<file path="src/rtl/noc_pkg.sv">
// Shared types and constants for the multicast router pipe.
// The top-level noc_router_mcpipe gains statistics ports under NOC_ROUTER_MCPIPE_STATS_EN.
package noc_pkg;

  localparam int NOC_DATA_W  = 256;
  localparam int NOC_OUTPUTS = 5;
  localparam int NOC_STAT_W  = 32;

  typedef logic [NOC_OUTPUTS-1:0] flit_mask_t;

  typedef struct packed {
    logic [NOC_DATA_W-1:0] data;
    flit_mask_t            mask;
  } mcpipe_entry_t;

  function automatic logic [NOC_STAT_W-1:0] sat_inc(input logic [NOC_STAT_W-1:0] v);
    return (&v) ? v : v + NOC_STAT_W'(1);
  endfunction

endpackage

</file>
<file path="src/rtl/noc_mcpipe_store.sv">
// DEPTH-entry flit store: circular register array with modulo-DEPTH pointers.
// full is a flop so the upstream ready never depends on this cycle's pop.
module noc_mcpipe_store #(
  parameter int W     = 8,
  parameter int DEPTH = 2
) (
  input  logic         clk,
  input  logic         rst_n,
  input  logic         push,
  input  logic         pop,
  input  logic [W-1:0] wr_entry,
  output logic [W-1:0] head,
  output logic         full,
  output logic         empty
);

  localparam int PW = (DEPTH > 1) ? $clog2(DEPTH) : 1;
  localparam int CW = $clog2(DEPTH + 1);

  logic [W-1:0]  mem [DEPTH];
  logic [PW-1:0] wr_ptr;
  logic [PW-1:0] rd_ptr;
  logic [CW-1:0] count;
  logic [CW-1:0] count_nxt;

  always_comb begin
    count_nxt = count;
    if (push && !pop)
      count_nxt = count + CW'(1);
    else if (pop && !push)
      count_nxt = count - CW'(1);
  end

  always_ff @(posedge clk or negedge rst_n) begin
    if (!rst_n) begin
      wr_ptr <= '0;
      rd_ptr <= '0;
      count  <= '0;
      full   <= 1'b0;
    end else begin
      if (push)
        wr_ptr <= (wr_ptr == PW'(DEPTH - 1)) ? '0 : wr_ptr + PW'(1);
      if (pop)
        rd_ptr <= (rd_ptr == PW'(DEPTH - 1)) ? '0 : rd_ptr + PW'(1);
      count <= count_nxt;
      full  <= (count_nxt == CW'(DEPTH));
    end
  end

  // Payload storage is deliberately unreset.
  always_ff @(posedge clk) begin
    if (push)
      mem[wr_ptr] <= wr_entry;
  end

  assign head  = mem[rd_ptr];
  assign empty = (count == '0);

endmodule

</file>
<file path="src/rtl/noc_router_mcpipe.sv">
// Multicast forward/backward buffer: each destination takes the head flit independently.
// Optional statistics ports are enabled with NOC_ROUTER_MCPIPE_STATS_EN.
module noc_router_mcpipe
  import noc_pkg::*;
#(
  parameter int DATA_WIDTH = NOC_DATA_W,
  parameter int OUTPUTS    = NOC_OUTPUTS,
  parameter int DEPTH      = 2
) (
  input  logic                  clk,
  input  logic                  rst_n,
  input  logic [DATA_WIDTH-1:0] in_data,
  input  logic [OUTPUTS-1:0]    in_valid,
  output logic                  in_ready,
  output logic [DATA_WIDTH-1:0] out_data,
  output logic [OUTPUTS-1:0]    out_valid,
  input  logic [OUTPUTS-1:0]    out_ready
`ifdef NOC_ROUTER_MCPIPE_STATS_EN
  ,
  input  logic                  stat_clr,
  output logic [NOC_STAT_W-1:0] stat_flits,
  output logic [NOC_STAT_W-1:0] stat_stall
`endif
);

  localparam int EW = DATA_WIDTH + OUTPUTS;

  logic [EW-1:0]      head;
  logic [OUTPUTS-1:0] head_mask;
  logic [OUTPUTS-1:0] served;
  logic [OUTPUTS-1:0] accepted;
  logic               full;
  logic               empty;
  logic               push;
  logic               retire;

  assign push = (|in_valid) && in_ready;

  noc_mcpipe_store #(
    .W     (EW),
    .DEPTH (DEPTH)
  ) u_store (
    .clk      (clk),
    .rst_n    (rst_n),
    .push     (push),
    .pop      (retire),
    .wr_entry ({in_data, in_valid}),
    .head     (head),
    .full     (full),
    .empty    (empty)
  );

  assign in_ready              = ~full;
  assign {out_data, head_mask} = head;
  assign out_valid             = empty ? '0 : (head_mask & ~served);
  assign accepted              = out_valid & out_ready;
  assign retire                = !empty && ((served | accepted) == head_mask);

  always_ff @(posedge clk or negedge rst_n) begin
    if (!rst_n)
      served <= '0;
    else if (retire)
      served <= '0;
    else
      served <= served | accepted;
  end

`ifdef NOC_ROUTER_MCPIPE_STATS_EN
  logic stall;
  assign stall = (|out_valid) && !(|accepted);

  always_ff @(posedge clk or negedge rst_n) begin
    if (!rst_n) begin
      stat_flits <= '0;
      stat_stall <= '0;
    end else if (stat_clr) begin
      stat_flits <= '0;
      stat_stall <= '0;
    end else begin
      if (retire)
        stat_flits <= sat_inc(stat_flits);
      if (stall)
        stat_stall <= sat_inc(stat_stall);
    end
  end
`endif

`ifndef SYNTHESIS
  // Upstream may withdraw a blocked offer but must not swap it for another mask.
  a_mask_hold: assert property (@(posedge clk) disable iff (!rst_n)
    ((|in_valid) && !in_ready) |=> ((in_valid == $past(in_valid)) || (in_valid == '0)))
    else $error("in_valid mask changed while flit pending");
`endif

endmodule

</file>
<file path="config.mk">
export PLATFORM = sky130hd
export DESIGN_NAME = noc_router_mcpipe
export DESIGN_NICKNAME = d
export VERILOG_FILES = /design/src/rtl/noc_pkg.sv /design/src/rtl/noc_mcpipe_store.sv /design/src/rtl/noc_router_mcpipe.sv
export SDC_FILE = /design/constraint.sdc
export NUM_CORES = 1
export LEC_CHECK = 0
export BUFFER_PORTS_ARGS = -buffer_cell sky130_fd_sc_hd__buf_4
export CAP_MARGIN = 0
export CORE_AREA = 2 2 204 206
export DETAILED_ROUTE_END_ITERATION = 8
export DIE_AREA = 0 0 206 208
export PLACE_DENSITY_LB_ADDON = 0.15
export SYNTH_ARGS = -nofsm -noshare
export SYNTH_HDL_FRONTEND = slang
export SYNTH_SLANG_ARGS = --single-unit
</file>
<file path="constraint.sdc">
create_clock -name clk -period 20.2 [get_ports clk]
set_input_delay 3.03 -clock clk [delete_from_list [all_inputs] [get_ports clk]]
set_output_delay 3.03 -clock clk [all_outputs]
set_load 0.005 [all_outputs]
</file>
**After elaboration in Yosys (flattened, before gate mapping)**

Memory sizes are Yosys's and may differ from the RTL's.
Cells that the tools add are included.

- Bits in registers: 10
- Memory bits (writable): 522
- Input bits: 268
- Output and inout port bits: 262
- Logic and storage cells: 34
- Memories kept: 1

Memories:

| name | depth | width | read ports | clocked after memory_dff | write ports | RTL line | source |
|---|---|---|---|---|---|---|---|
| u_store.mem | 2 | 261 | 1 | 0 | 1 | noc_mcpipe_store.sv:20 | `logic [W-1:0] mem [DEPTH];` |

- $add $sub $neg: 4
- Eq/ne operators: 2
- Mux-type cells: 8
- Bitwise logic cells: 5
- Reduce and logical (&&, ||, !) cells: 9

Operator list:

| kind | count |
|---|---|
| $and 5x5->5 | 2 |
| $mux 5 | 2 |
| $eq 5x5->1 | 1 |
| $not 5->5 | 1 |
| $or 5x5->5 | 1 |
| $reduce_or 5->1 | 1 |
| $logic_and 1x1->1 | 4 |
| $mux 1 | 4 |
| $mux 2 | 2 |
| $logic_not 1->1 | 3 |
| $add 1x1->1 const B | 2 |
| $add 2x1->2 const B | 1 |
| $eq 2x2->1 const B | 1 |
| $logic_not 2->1 | 1 |
| $sub 2x1->2 const B | 1 |
| $not 1->1 | 1 |

**Longest topological paths before layout**

Gate-level depths: netlist (run 1).

- Word-level depth: 11
- Gate-level depth with buffers: 9
- Depth with buffers taken out: 8

**Modules after synthesis**

A second synthesis (run 1) with hierarchy kept.

- Cells, all modules: 880
- Area, all modules: 19541.2 um2

Modules (own cells, without submodules):

| module | times used | cells an instance | area an instance (um2) | sequential area each (um2) |
|---|---|---|---|---|
| noc_mcpipe_store | 1 | 837 | 19145.9 | 15800.2 |
| noc_router_mcpipe | 1 | 43 | 395.4 | 125.1 |

**Worst setup path before layout (run 1)**

Ideal clock, no wire load.

- Kind: input-to-reg
- Start: in in_valid[1]
- End: mem u_store.mem[0][0] (netlist name) (enable)
- Setup time: 0.919 ns
- Arrival time: 14.955 ns
- Data required time: 19.281 ns
- Slack: 4.326 ns
- Stages on the path: 3
- Path buffers: 0
- Path through: nor3_1 > a21oi_1 > nor2b_1

- Cells in the longest elaborated chain, start to end: 4

RTL lines:

| item | RTL line | source |
|---|---|---|
| start, declared | noc_router_mcpipe.sv:13 | `input logic [OUTPUTS-1:0] in_valid,` |
| $reduce_or 5->1 | noc_router_mcpipe.sv:37 | `assign push = (\|in_valid) && in_ready;` |
| $logic_and 1x1->1 | noc_router_mcpipe.sv:37 |  |
| $mux 1 | noc_mcpipe_store.sv:52 | `if (push)` |
| $mux 1 (implied by the code) | noc_mcpipe_store.sv:53 | `mem[wr_ptr] <= wr_entry;` |
| end, declared | noc_mcpipe_store.sv:20 |  |

Every way passes these cells.

**Worst setup path in the final report (run 1)**

- Start: reg u_store.rd_ptr
- End: out out_data[193]

- Cells in the longest elaborated chain, start to end: 1

RTL lines:

| item | RTL line | source |
|---|---|---|
| start, declared | noc_mcpipe_store.sv:22 | `logic [PW-1:0] rd_ptr;` |
| start signal, assigned | noc_mcpipe_store.sv:44 | `rd_ptr <= (rd_ptr == PW'(DEPTH - 1)) ? '0 : rd_ptr + PW'(1);` |
| $mem_v2 2x261 | -- |  |
| end, declared | noc_router_mcpipe.sv:15 | `output logic [DATA_WIDTH-1:0] out_data,` |

Every way passes these cells.

==> results.sh, run 1 <==
export IMPL_outcome="finished clean"
export IMPL_numCtsBuffers=53
export IMPL_synth_compound_area_share_pct=0.214
export IMPL_cts_buffer_depth=3
export IMPL_yosysUniqueCellTypes=23
export IMPL_critPathKind="register to output port"
export IMPL_nFillCells=2942
export IMPL_yosysWarnings=0
export IMPL_synth_nets=1146
export IMPL_crit_arrival_ns=3.75
export IMPL_setup_viol=0
export IMPL_finalPower_mw=4.09
export IMPL_die_x_um=206
export IMPL_grt_pass1_wl_um=63900
export IMPL_pwr_share_clk_pct=22.6
export IMPL_drv_slew=0
export IMPL_hold_viol=0
export IMPL_clk_latency_ns=0.59
export IMPL_timing_fmax_ghz=0.148
export IMPL_grt_pass1_vias=10800
export IMPL_seq_area_sq_um=15900
export IMPL_p_per_area_nw_per_um2=160
export IMPL_wirelength_um=45100
export IMPL_dp_cells=1917
export IMPL_p_sw_mw=1.17
export IMPL_synth_area_leaders="edfxtp_1 (81%), mux2_2 (15%), dfrtp_1 (1.3%), clkbuf_1 (0.56%), mux2i_1 (0.36%)"
export IMPL_multiInputGateArea_sq_um=3260
export IMPL_cap_violations=0
export IMPL_synthAdderAreaFrac_pct=0.0648
export IMPL_p_sw_share_pct=28.5
export IMPL_syn_inst=877
export IMPL_setup_ws_ns=13.42
export IMPL_endpoint_kind="output port"
export IMPL_ios=530
export IMPL_fin_tns_setup_ns=0
export IMPL_grt_max_degree=171
export IMPL_synth_seq_cells=532
export IMPL_seq_power_share_pct=43.9
export IMPL_clock_skew_ns=0.0140
export IMPL_synth_xor_area_share_pct=0.220
export IMPL_antenna_found_initial=6
export IMPL_cts_max_level=2
export IMPL_initial_core_util_pct=47.6
export IMPL_startpoint="u_store.rd_ptr"
export IMPL_synth_top_area_share_pct=81.2
export IMPL_async_flop_share_pct=1.88
export IMPL_reg2reg_depth=4
export IMPL_routabilityCongestion=0.765
export IMPL_crit_fanout=170
export IMPL_grt_usage_pct=20.3
export IMPL_synth_main_ff_cell="edfxtp_1"
export IMPL_final_util_pct=63.0
export IMPL_dpl_worst_slack_ns=13.46
export IMPL_post_route_period_util_pct=33.6
export IMPL_synth_area_leader_cell="edfxtp_1"
export IMPL_cts_tree="built"
export IMPL_post_cts_buffers=0
export IMPL_die_height_um=208
export IMPL_synth_area_mux_share_pct=15.3
export IMPL_rsz0062_at_grt="no"
export IMPL_fin_nets=1709
export IMPL_slew_limit_headroom_pct=22.2
export IMPL_ant_nets=0
export IMPL_worstReg2RegStart="u_store.full"
export IMPL_vdd_ir_drop_max_v=0.000127
export IMPL_cts_root_buf="clkbuf_16"
export IMPL_min_path_cells=1
export IMPL_clk_pin_slew_ns=0.06
export IMPL_synth_area_sq_um=19300
export IMPL_synth_top_family_by_area="multiplexers"
export IMPL_r2r_slack_ns=16.29
export IMPL_holdWs_ns=0.484
export IMPL_area_growth_pct=32.4
export IMPL_place_area_sq_um=23900
export IMPL_dieArea_sq_um=42800
export IMPL_core_area_sq_um=40600
export IMPL_dr_pass1_iters=5
export IMPL_p_comb_share_pct=33.4
export IMPL_synth_simple_area_share_pct=1.06
export IMPL_start_kind="register"
export IMPL_drc=0
export IMPL_gr_total_overflow=0
export IMPL_drive_above_1_share_pct=58.7
export IMPL_stdcell_count=2014
export IMPL_viasPerCell=5.07
export IMPL_p_leak_nw=9.66
export IMPL_holdBufCountCts=0
export IMPL_worstPathRequired_ns=17.17
export IMPL_hpwl_um=30700
export IMPL_hp_start="u_store.count[0]"
export IMPL_num_rows=74
export IMPL_fin_area_sq_um=25600
export IMPL_drt_initial_drc_count=466
export IMPL_vias=10200
export IMPL_hold_path_class="register to register"
export IMPL_period_needed_ns=6.78
export IMPL_synth_edf_count=522
export IMPL_cts_sinks=532
export IMPL_intPower_mw=2.93
export IMPL_wl_per_cell_um=22.4
export IMPL_io_buffers=529
export IMPL_worstMarginPinSlew_ns=1.17
export IMPL_syn_mean_instance_area_sq_um=22.0
export IMPL_post_cts_resized=0
export IMPL_yosysSeqAreaShare_pct=82.5
==> flip-flops by register name, indices dropped and copies added (netlist names) <==
register / cells
u_store.rd_ptr: 1
u_store.wr_ptr: 1
u_store.count: 2
u_store.mem: 522
u_store.full: 1
served: 5
==> layout make-up <==
class,count,share of cell area (%)
Multi-Input combinational cell,312,12.8
Sequential cell,532,62.3
Clock inverter,25,0.754
Timing Repair Buffer,538,15.9
Antenna cell,4,0.0392
Inverter,3,0.0441
Clock buffer,68,5.62
Tap cell,532,2.60
==> cell families after synthesis <==
kind of cell               count (synthesis)
DFF                                      532
muxes                                    263
and+or+nand+nor                           38
buffers and inverters                     33
AOI/OAI and AO/OA                          6
xor gates and xnor gates                   4
adders and majority gates                  1
==> power by group through the flow <==
stage,clock (mW),sequential (mW),combinational (mW)
floorplan,0,1.95,0.687
global placement,0,1.80,1.39
detailed placement,0,1.82,1.39
CTS,0.951,1.80,1.39
global route,0.990,1.83,1.47
finish,0.927,1.80,1.37
==> metal layers <==
layer  vias up  GRT usage (%)  part of all wire (%)  routed length [um]
li1       4607              -                     -                   -
met3        90           9.38                    12                5540
met5         -              0                 0.051                  23
met1      5052           22.4                    35               15900
met4         4           9.24                   3.9                1750
met2       456           33.5                    49               21900
==> cell usage in the layout, fill, tap and decap left out, drive strengths merged, types with 2 or more instances in the layout <==
master  Yosys  layout
xor2        3       3
buf         1     538
dfrtp      10      10
nor2b       9       9
clkinv      0      19
mux2      256     256
a21oi       3       3
bufinv      0       3
nand2       2       2
edfxtp    522     522
mux2i       7       7
nor2       13      13
clkbuf     29      68
inv         3       5
diode       0       4
nor3       10      10
==> worst max-delay path: stages (launching register included) <==
cell	delay, ns
dfrtp_4	0.65
buf_12	0.62
buf_4	0.89
mux2_2	0.44
buf_4	0.14
==> Yosys cell counts, types with 2 or more instances <==
cell,count
xor2_1,2
nor3_1,10
edfxtp_1,522
clkbuf_1,29
dfrtp_1,10
inv_1,3
mux2i_1,7
nor2b_1,9
a21oi_1,3
nor2_1,13
nand2_1,2
mux2_2,256
==> path summary, 6_finish.rpt <==
| check | to |
|---|---|
| max | out_data[193] |
| min | u_store.full |
| max reg2reg | u_store.mem[1][166] |
| min reg2reg | u_store.full |
| max in group asynchronous | u_store.rd_ptr |
| min in group asynchronous | u_store.rd_ptr |
Power figures use the tool's default switching activity.
==> run 2, diff against run 1 <==
- clock period: 20.2 -> 6.7 ns (I/O delays scaled with it)
==> results.sh, run 2 (synthesized netlist as in run 1, its figures left out) <==
export IMPL_timing_fmax_ghz=0.257
export IMPL_largest_reg_flops=522
export IMPL_grt_usage_pct=19.7
export IMPL_vdd_ir_drop_max_v=0.000580
export IMPL_post_cts_buffers=0
export IMPL_worstMarginPinSlew_ns=0.948
export IMPL_cts_max_level=2
export IMPL_cp_top_family="flip-flops"
export IMPL_p_comb_share_pct=33.2
export IMPL_p_sw_share_pct=28.4
export IMPL_final_util_pct=63.1
export IMPL_wl_per_cell_um=21.7
export IMPL_hold_path_class="input pin to asynchronous set/reset pin"
export IMPL_worstPathRequired_ns=5.69
export IMPL_clock_skew_ns=0.0105
export IMPL_start_kind="register"
export IMPL_clk_latency_ns=0.58
export IMPL_crit_fanout=114
export IMPL_post_cts_resized=0
export IMPL_slew_limit_headroom_pct=36.8
export IMPL_crit_arrival_ns=2.88
export IMPL_fin_tns_setup_ns=0
export IMPL_hold_viol=0
export IMPL_die_height_um=208
export IMPL_reg_largest_list="u_store.mem (522), served (5), u_store.count (2)"
export IMPL_cts_sinks=532
export IMPL_core_area_sq_um=40600
export IMPL_period_needed_ns=3.89
export IMPL_cap_violations=0
export IMPL_p_per_area_nw_per_um2=480
export IMPL_routabilityCongestion=0.782
export IMPL_vias=10100
export IMPL_outcome="finished clean"
export IMPL_reg2reg_depth=6
export IMPL_r2r_end="u_store.count[1]"
export IMPL_viasPerCell=5.02
export IMPL_io_buffers=529
export IMPL_initial_core_util_pct=47.6
export IMPL_drv_slew=0
export IMPL_grt_pass1_vias=10500
export IMPL_drc=0
export IMPL_endpoint_kind="output port"
export IMPL_grt_max_degree=138
export IMPL_stdcell_count=2015
export IMPL_wirelength_um=43800
export IMPL_cp_num_buf_inv=2
export IMPL_antenna_found_initial=5
export IMPL_slowest_stage="dfrtp_4"
export IMPL_hpwl_um=29500
export IMPL_fin_nets=1707
export IMPL_rsz0062_at_grt="no"
export IMPL_drt_initial_drc_count=569
export IMPL_r2r_slack_ns=3.48
export IMPL_worstReg2RegStart="u_store.rd_ptr"
export IMPL_critical_path_max_stage_delay_ns=0.97
export IMPL_ant_nets=0
export IMPL_cp_depth=3
export IMPL_cts_root_buf="clkbuf_16"
export IMPL_num_rows=74
export IMPL_final_cell_mix="buf_4 (529), edfxtp_1 (522), mux2_2 (256), clkbuf_16 (57), clkinv_2 (15)"
export IMPL_die_x_um=206
export IMPL_critPathKind="register to output port"
export IMPL_p_sw_mw=3.49
export IMPL_holdBufCountCts=0
export IMPL_ios=530
export IMPL_seq_power_share_pct=44.4
export IMPL_setup_viol=0
export IMPL_p_leak_nw=9.68
export IMPL_final_common_cell="buf_4"
export IMPL_grt_pass1_wl_um=62600
export IMPL_area_growth_pct=32.6
export IMPL_cts_tree="built"
export IMPL_numCtsBuffers=54
export IMPL_crit_chain="buf_12, mux2_2, buf_4"
export IMPL_dp_cells=1914
export IMPL_drive_above_1_share_pct=58.8
export IMPL_intPower_mw=8.80
export IMPL_dieArea_sq_um=42800
export IMPL_top_register="u_store.mem"
export IMPL_dr_pass1_iters=7
export IMPL_post_route_period_util_pct=58.0
export IMPL_cts_buffer_depth=3
export IMPL_pwr_share_clk_pct=22.5
export IMPL_clk_pin_slew_ns=0.06
export IMPL_gr_total_overflow=0
[run 2: cell count changes in the layout (fill, tap and decap cells not counted)]
cell       delta
buf_12        +5
buf_4         -8
bufinv_16     -2
clkbuf_16     +2
clkbuf_8      -1
clkinv_1      -1
clkinv_2     +10
diode_2       -2
inv_6         -2
[run 2: final cells by class]
type | instances | area, sq um
flip-flops and latches | 532 | 15900
fillers | 2963 | 15000
repair buffers | 535 | 4090
multi-input cells | 312 | 3260
clock buffers | 69 | 1470
well taps | 532 | 666
clock inverters | 30 | 161
inverters | 3 | 11.3
diodes | 2 | 5.00
[run 2: routing by layer]
metal / GRT usage [%] / wire [um] / part of all wire, % / up-vias
met3: 10.5 / 5710 / 13 / 62
li1: - / - / - / 4614
met1: 21.9 / 15500 / 35 / 5029
met4: 5.86 / 959 / 2.2 / 6
met5: 0 / 48 / 0.11 / -
met2: 32.6 / 21600 / 49 / 411
[run 2: worst max-delay path by stage]
| stage | start | end | slack [ns] |
|---|---|---|---|
| final | u_store.rd_ptr | out_data[164] | 2.81 |
| after global routing | u_store.rd_ptr | out_data[209] | 2.70 |
| after CTS | u_store.rd_ptr | out_data[233] | 2.80 |
| after floorplan | in_valid[1] | u_store.mem[0][0] | 0.82 |
| after detailed placement | in_valid[0] | u_store.mem[1][203] | 3.26 |
| after global placement | in_valid[0] | u_store.mem[1][131] | 3.28 |
[run 2: through the flow]
step / hold slack [ns] / area [sq um] / power (mW) / setup WS (ns)
floorplan: 0.456 / 19300 / 7.61 / 0.822
global placement: 0.462 / 24000 / 9.60 / 3.28
detailed placement: 0.494 / 24000 / 9.66 / 3.26
CTS: 0.213 / 25600 / 12.4 / 2.80
global route: 0.225 / 25600 / 12.9 / 2.70
finish: 0.256 / 25600 / 12.3 / 2.81
[run 2: power by group through the flow]
stage	logic, mW	registers, mW	clock network, mW
detailed placement	4.13	5.53	0
floorplan	2.08	5.53	0
finish	4.08	5.45	2.76
global placement	4.14	5.46	0
global route	4.39	5.56	2.96
CTS	4.15	5.46	2.83
==> run 3, diff against run 2 <==
- clock period: 6.7 -> 3.69 ns (I/O delays scaled with it)
==> results.sh, run 3 (synthesized netlist as in run 1, its figures left out) <==
export IMPL_drc=0
export IMPL_grt_pass1_vias=10600
export IMPL_crit_fanout=114
export IMPL_area_growth_pct=32.9
export IMPL_holdWs_ns=0.149
export IMPL_hold_viol=0
export IMPL_crit_chain="buf_12, mux2_2, buf_4"
export IMPL_final_util_pct=63.3
export IMPL_stdcell_count=2019
export IMPL_worstPathRequired_ns=3.14
export IMPL_dr_pass1_iters=4
export IMPL_io_buffers=529
export IMPL_grt_usage_pct=20.4
export IMPL_place_area_sq_um=24100
export IMPL_p_per_area_nw_per_um2=869
export IMPL_seq_area_sq_um=15900
export IMPL_clock_skew_ns=0.0199
export IMPL_ios=530
export IMPL_die_height_um=208
export IMPL_p_leak_nw=9.71
export IMPL_routabilityCongestion=0.777
export IMPL_clk_latency_ns=0.59
export IMPL_wl_per_cell_um=22.3
export IMPL_multiInputGateArea_sq_um=3290
export IMPL_nFillCells=2882
export IMPL_clk_pin_slew_ns=0.06
export IMPL_fin_area_sq_um=25700
export IMPL_largest_reg_flops=522
export IMPL_dp_cells=1921
export IMPL_drt_initial_drc_count=431
export IMPL_endpoint_kind="output port"
export IMPL_ant_nets=0
export IMPL_period_needed_ns=3.13
export IMPL_outcome="finished clean"
export IMPL_cap_violations=0
export IMPL_numCtsBuffers=53
export IMPL_finalPower_mw=22.3
export IMPL_start_kind="register"
export IMPL_cts_sinks=532
export IMPL_worstMarginPinSlew_ns=0.786
export IMPL_vdd_ir_drop_max_v=0.000610
export IMPL_drive_above_1_share_pct=59.3
export IMPL_top_register="u_store.mem"
export IMPL_cts_tree="built"
export IMPL_cts_buffer_depth=3
export IMPL_crit_arrival_ns=2.58
export IMPL_gr_total_overflow=0
export IMPL_antenna_found_initial=5
export IMPL_grt_max_degree=124
export IMPL_cp_top_family="flip-flops"
export IMPL_wirelength_um=45100
export IMPL_drv_slew=0
export IMPL_grt_pass1_wl_um=63800
export IMPL_setup_viol=0
export IMPL_timing_fmax_ghz=0.319
export IMPL_hold_path_class="input pin to register"
export IMPL_slew_limit_headroom_pct=47.6
export IMPL_reg_largest_list="u_store.mem (522), served (5), u_store.count (2)"
export IMPL_post_route_period_util_pct=84.9
export IMPL_core_area_sq_um=40600
export IMPL_viasPerCell=5.00
export IMPL_rsz0062_at_grt="no"
export IMPL_vias=10100
export IMPL_cts_root_buf="clkbuf_16"
export IMPL_fin_nets=1714
export IMPL_critical_path_max_stage_delay_ns=0.74
export IMPL_cp_num_buf_inv=2
export IMPL_final_cell_mix="buf_4 (532), edfxtp_1 (522), mux2_2 (256), clkbuf_16 (55), clkinv_2 (16)"
export IMPL_hpwl_um=31400
export IMPL_num_rows=74
export IMPL_initial_core_util_pct=47.6
export IMPL_critPathKind="register to output port"
export IMPL_slowest_stage="dfrtp_4"
export IMPL_die_x_um=206
export IMPL_final_common_cell="buf_4"
export IMPL_dieArea_sq_um=42800
export IMPL_cts_max_level=2
[run 3: per-layer routing]
| metal | track usage (%) | part of all wire, % |
|---|---|---|
| met2 | 34.6 | 50 |
| met3 | 9.84 | 12 |
| met5 | 0 | 0.049 |
| met4 | 8.30 | 2.8 |
| met1 | 21.7 | 34 |
[run 3: cell type report]
type	count	area share, %
tap	532	2.59
antenna	3	0.0293
timing repair buffer	543	16.4
sequential	532	62.1
clock buffer	68	5.55
inverter	3	0.0439
clock inverter	26	0.492
multi-input combinational	312	12.8
[run 3: path summary, 6_finish.rpt]
kind	from	to	slack, ns	cells past startpoint
max	u_store.rd_ptr	out_data[97]	0.56	3
min	in_data[120]	u_store.mem[0][125]	0.15	1
max reg2reg	u_store.rd_ptr	u_store.count[1]	1.00	6
min reg2reg	u_store.count[0]	u_store.full	0.50	1
max in group asynchronous	rst_n	u_store.rd_ptr	3.17	2
min in group asynchronous	rst_n	u_store.rd_ptr	0.36	2
[run 3: stage by stage]
step / setup slack, ns / setup TNS [ns]
after global placement: 1.13 / 0
after floorplan: -1.53 / -607.18
after global routing: 0.471 / 0
final: 0.558 / 0
after CTS: 0.542 / 0
after detailed placement: 1.02 / 0
[run 3: where the power goes]
part	switching [mW]	leakage (nW)	internal, mW
clock network	2.11	0.773	2.71
logic	3.71	3.82	3.91
registers	0.562	5.11	9.31
total	6.37	9.71	15.9
[run 3: worst register-to-register path, stage by stage (launching register included)]
cell and delay [ns]:
dfrtp_4 0.74, mux2i_1 0.42, mux2i_1 0.27, nand3_1 0.13, nor4b_4 0.61, mux2i_1 0.31
o21bai_1 0.13
[run 3: repair_timing]
action / 4_1_cts / 5_1_grt
resized for setup: 0 / 0
setup buffers: 0 / 0
hold buffers: 1 / 0
endpoints found under the hold margin: 10 / 0
